## src/rtl/wallace_prod_accumulator.sv

```systemverilog
// Sums a valid/ready stream of multiplier products into per-group totals.
// Each group closes on a beat flagged last and is presented on a registered valid/ready result port.
module wallace_prod_accumulator #(
  parameter int PROD_W = 64,
  parameter int ACC_W  = 72,
  parameter int CNT_W  = 16
) (
  input  logic              clk,
  input  logic              rst_n,
  input  logic              in_valid,
  output logic              in_ready,
  input  logic [PROD_W-1:0] in_prod,
  input  logic              in_last,
  output logic              out_valid,
  input  logic              out_ready,
  output logic [ACC_W-1:0]  out_acc,
  output logic [CNT_W-1:0]  out_count,
  output logic              out_ovf
);

  typedef enum logic {IDLE = 1'b0, ACCUM = 1'b1} state_e;

  state_e             state_q, state_d;
  logic [ACC_W-1:0]   acc_q, acc_d;
  logic [CNT_W-1:0]   cnt_q, cnt_d;
  logic               ovf_q, ovf_d;

  logic               out_valid_q, out_valid_d;
  logic [ACC_W-1:0]   out_acc_q, out_acc_d;
  logic [CNT_W-1:0]   out_count_q, out_count_d;
  logic               out_ovf_q, out_ovf_d;

  logic               accept, emit, xfer;
  logic [ACC_W-1:0]   base;
  logic [CNT_W-1:0]   base_cnt, cnt_new;
  logic [ACC_W:0]     sum;
  logic               ovf_term;

  // A pending result may be replaced in the cycle it transfers, so intake only waits on a stalled output.
  assign in_ready = ~out_valid_q | out_ready;
  assign accept   = in_valid & in_ready;
  assign emit     = accept & in_last;
  assign xfer     = out_valid_q & out_ready;

  always_comb begin
    base     = (state_q == ACCUM) ? acc_q : '0;
    base_cnt = (state_q == ACCUM) ? cnt_q : '0;
    sum      = {1'b0, base} + (ACC_W+1)'(in_prod);
    ovf_term = sum[ACC_W] | ((state_q == ACCUM) & ovf_q);
    cnt_new  = (&base_cnt) ? base_cnt : base_cnt + CNT_W'(1);
  end

  always_comb begin
    state_d = state_q;
    acc_d   = acc_q;
    cnt_d   = cnt_q;
    ovf_d   = ovf_q;
    if (accept) begin
      if (in_last) begin
        state_d = IDLE;
        acc_d   = '0;
        cnt_d   = '0;
        ovf_d   = 1'b0;
      end else begin
        state_d = ACCUM;
        acc_d   = sum[ACC_W-1:0];
        cnt_d   = cnt_new;
        ovf_d   = ovf_term;
      end
    end
  end

  always_comb begin
    out_valid_d = out_valid_q;
    out_acc_d   = out_acc_q;
    out_count_d = out_count_q;
    out_ovf_d   = out_ovf_q;
    if (emit) begin
      out_valid_d = 1'b1;
      out_acc_d   = sum[ACC_W-1:0];
      out_count_d = cnt_new;
      out_ovf_d   = ovf_term;
    end else if (xfer) begin
      out_valid_d = 1'b0;
    end
  end

  always_ff @(posedge clk or negedge rst_n) begin
    if (!rst_n) begin
      state_q     <= IDLE;
      acc_q       <= '0;
      cnt_q       <= '0;
      ovf_q       <= 1'b0;
      out_valid_q <= 1'b0;
      out_acc_q   <= '0;
      out_count_q <= '0;
      out_ovf_q   <= 1'b0;
    end else begin
      state_q     <= state_d;
      acc_q       <= acc_d;
      cnt_q       <= cnt_d;
      ovf_q       <= ovf_d;
      out_valid_q <= out_valid_d;
      out_acc_q   <= out_acc_d;
      out_count_q <= out_count_d;
      out_ovf_q   <= out_ovf_d;
    end
  end

  assign out_valid = out_valid_q;
  assign out_acc   = out_acc_q;
  assign out_count = out_count_q;
  assign out_ovf   = out_ovf_q;

endmodule

```

## config.mk

```make
export PLATFORM = sky130hd
export DESIGN_NAME = wallace_prod_accumulator
export DESIGN_NICKNAME = d
export VERILOG_FILES = /design/src/rtl/wallace_prod_accumulator.sv
export SDC_FILE = /design/constraint.sdc
export NUM_CORES = 1
export LEC_CHECK = 0
export CAP_MARGIN = 20
export CORE_MARGIN = 1.5
export CORE_UTILIZATION = 40
export DETAILED_ROUTE_END_ITERATION = 16
export SKIP_CTS_REPAIR_TIMING = 1
export SYNTH_ARGS = -nofsm -noshare
export SYNTH_HDL_FRONTEND = slang
export SYNTH_SLANG_ARGS = --single-unit
```

## constraint.sdc

```tcl
create_clock -name clk -period 11.55 [get_ports clk]
set_input_delay 1.155 -clock clk [delete_from_list [all_inputs] [get_ports clk]]
set_output_delay 1.155 -clock clk [all_outputs]
set_load 0.1 [all_outputs]
```

==> results.toml <==
[placed_design]
io_buffers = 159
place_area_um2 = 13700
gp_congestion = 0.909
hpwl_mm = 24.1

[grt]
grt_pass1_vias = 10100
grtUsageTotal_pct = 22.2
antenna_found_initial = 0
grt_pass1_wl_mm = 54.4
grt-ovfl-total = 0
grt_max_degree = 91

[die]
die_area_um2 = 30800
ioPinCount = 160
fp.dieW_um = 176
die_y_um = 176
rows = 63
design.core.area_um2 = 29500
start_util_pct = 40.4

[route]
vias = 10600
drc_errors = 0
drt_first_pass_iters = 5
wl_per_cell_um = 18.1
routed_wl_mm = 33.8
ant_nets = 0
via_per_inst = 5.64
first_iter_violations = 774

[min_path]
hp-class = "flop to flop"
min_path_cells = 2
min-delay-start = "acc_q[50]$_DFFE_PN0P_"
min_to = "acc_q[50]$_DFFE_PN0P_"

[clocking]
root_buffer = "clkbuf_16"
cts_sinks = 180
cts.clk_slew.worst_paths_ps = 70
htreeDepth = 4
cts_tree = "yes"
clock_latency_ps = 450
cts_inserted_buffers = 17
cts_buffer_depth = 2

[logic_synthesis]
synthesis.nets = 1507
synth_top_family_by_area = "compound AO/OA/AOI/OAI gates"
synthMuxAreaShare_pct = 2.89
synth_cell_type_count = 76
synth_simple_gate_area_share_pct = 20.7
synth_compound_area_share_pct = 22.6
yosys.area.top_type = "dfrtp_1"
yosysMostFrequentCell = "nand2_1"
avgSynthCellArea_um2 = 8.69
syn-cell-area_um2 = 11900
synthTopCellsByCount = "213 x nand2_1, 180 x dfrtp_1, 96 x a21oi_1, 81 x and2_1, 76 x o21ai_0"
synth_top_area_share_pct = 37.8
synthCells = 1372
ys_seq_area_share_pct = 37.8
synth_fa_ha_area_share_pct = 6.99
synth_xor_xnor_area_share_pct = 5.14
ys_async_sr_fraction_pct = 100
synth_seq_cells = 180
ys_warn_count = 0
netlist_top_cells_area = "dfrtp_1 38%, ha_1 6.8%, nand2_1 6.7%"
synth-edff-count = 0
synth_top_flop_cell = "dfrtp_1"

[sta]
maxSlewViolCount = 0
period_share_pct = 40.8
worst_pin_slew_ps = 1020
fin_setup_tns_ps = 0
max-slew-margin-rel_pct = 31.8
fmax_mhz = 212
whs_ps = 476
finClkSkew_ps = 19.9
rsz0062_at_grt = "false"
finalSetupViolations = 0
finalCriticalPeriod_ps = 4710
hold_viol = 0

[cells_and_area]
nNetsFinal = 1604
drive_gt1_share_pct = 6.21
num_antenna_cells = 0
syn2layout_area_growth_pct = 20.2
stdcell_area_um2 = 14300

[critical_path]
critical_path_peak_fanout = 55
rr_startpoint = "state_q$_DFFE_PN0P_"
critPathMaxStageDelay_ps = 890
critical-path-slowest-cell = "dfrtp_2"
reg2reg_slack_ps = 6840
r2r-end = "acc_q[59]$_DFFE_PN0P_"
cp_data_arrival_time_ps = 5040
reg2regPathDepth = 11
path_cells = "buf_4 -> and2_1 -> ha_1 -> nand4_1 -> or4_1 -> a2111oi_2 -> o31ai_1 -> o21a_1 -> a211oi_1 -> o21ai_0 -> a41o_1"
criticalPathCategory = "flop to flop"
required_ps = 11880
cp-end-kind = "flop"
cp-start-kind = "flop"

[power_and_ir_drop]
internal_power_mw = 1.59
seqPwrFrac_pct = 27.4
p_per_area_nw_per_um2 = 227
power.total_mw = 3.25
power.share.combinational_pct = 54.2
power_frac_clock_pct = 18.4
leakage_nw = 6.38
vdd_ir_drop_max_mv = 0.220
power.switching_mw = 1.66
p_sw_share_pct = 51.0

[run_status]
status = "finished clean"

[run]
maxCapViolations = 0
-- power groups by stage --
| stage | sequential (mW) | clock [mW] | combinational (mW) |
|---|---|---|---|
| floorplan | 1.61 | 0 | 0.615 |
| global placement | 0.902 | 0 | 1.75 |
| detailed placement | 0.902 | 0 | 1.76 |
| CTS | 0.893 | 0.607 | 1.76 |
| global route | 0.913 | 0.631 | 1.87 |
| finish | 0.891 | 0.597 | 1.76 |
-- stage by stage --
| stage | setup slack (ps) | util, % | std cells |
|---|---|---|---|
| 6_report | 6840 | 48.6 | 1872 |
| 5_1_grt | 6500 | 48.6 | 1872 |
| 4_1_cts | 6840 | 48.5 | 1871 |
| 3_5_place_dp | 6680 | 46.6 | 1839 |
| 3_3_place_gp | 6700 | 46.6 | 1839 |
| 2_1_floorplan | 7380 | - | 1372 |
-- placed cells by master (no fill, tap or decap), types with 42 or more instances in the layout --
cell	Yosys	final
nand2_1	213	211
dfrtp_1	180	179
clkdlybuf4s50_1	0	158
a21oi_1	96	96
and2_1	81	81
o21ai_0	76	76
nor2_1	72	70
ha_1	65	65
a22o_1	53	53
xnor2_1	42	42
-- flip-flops by register name (all words and copies together), names as in the netlist --
signal and cells:
out_ovf 1, out_count 16, out_valid 1, ovf_q 1, acc_q 72, state_q 1
cnt_q 16, out_acc 72
-- cell type report --
cell class | count | area, µm²
clock buffers | 19 | 453
clock inverters | 13 | 130
fillers | 2879 | 15100
inverters | 27 | 101
multi-input cells | 1076 | 6980
flip-flops and latches | 180 | 4510
well taps | 390 | 488
repair buffers | 167 | 1670
-- worst max-delay path: cells and delay by family (launching register included) --
kind                     cells  cell delay (ps)
AO/OA/AOI/OAI                6             1860
adder cells (fa/ha/maj)      1              270
buffers and inverters        1              590
flip-flops                   1              890
AND/OR/NAND/NOR              3              950
-- how the worst max path moves through the flow --
stage               cells after the start           startpoint                 endpoint  slack [ps]
floorplan                              15  state_q$_DFFE_PN0P_  out_acc[60]$_DFFE_PN0P_        7380
global placement                       13           in_prod[0]  out_acc[60]$_DFFE_PN0P_        6700
detailed placement                     13           in_prod[0]  out_acc[60]$_DFFE_PN0P_        6680
CTS                                    11  state_q$_DFFE_PN0P_    acc_q[59]$_DFFE_PN0P_        6840
global route                           11  state_q$_DFFE_PN0P_    acc_q[59]$_DFFE_PN0P_        6500
finish                                 11  state_q$_DFFE_PN0P_    acc_q[59]$_DFFE_PN0P_        6840
-- kinds of logic after synthesis --
family,after synthesis
multiplexers,31
buffers and inverters,116
AND/OR/NAND/NOR,517
XOR/XNOR,70
adder cells (fa/ha/maj),66
flip-flops,180
AO/OA/AOI/OAI,392
-- per-layer routing --
layer,part of all wire [%],GRT usage [%],wire [µm]
met5,0,0,0
met4,1.9,6.20,630
met3,4.4,2.90,1480
met2,45,35.0,15100
met1,49,31.8,16600
No activity file was read; power rests on OpenSTA's default activity.
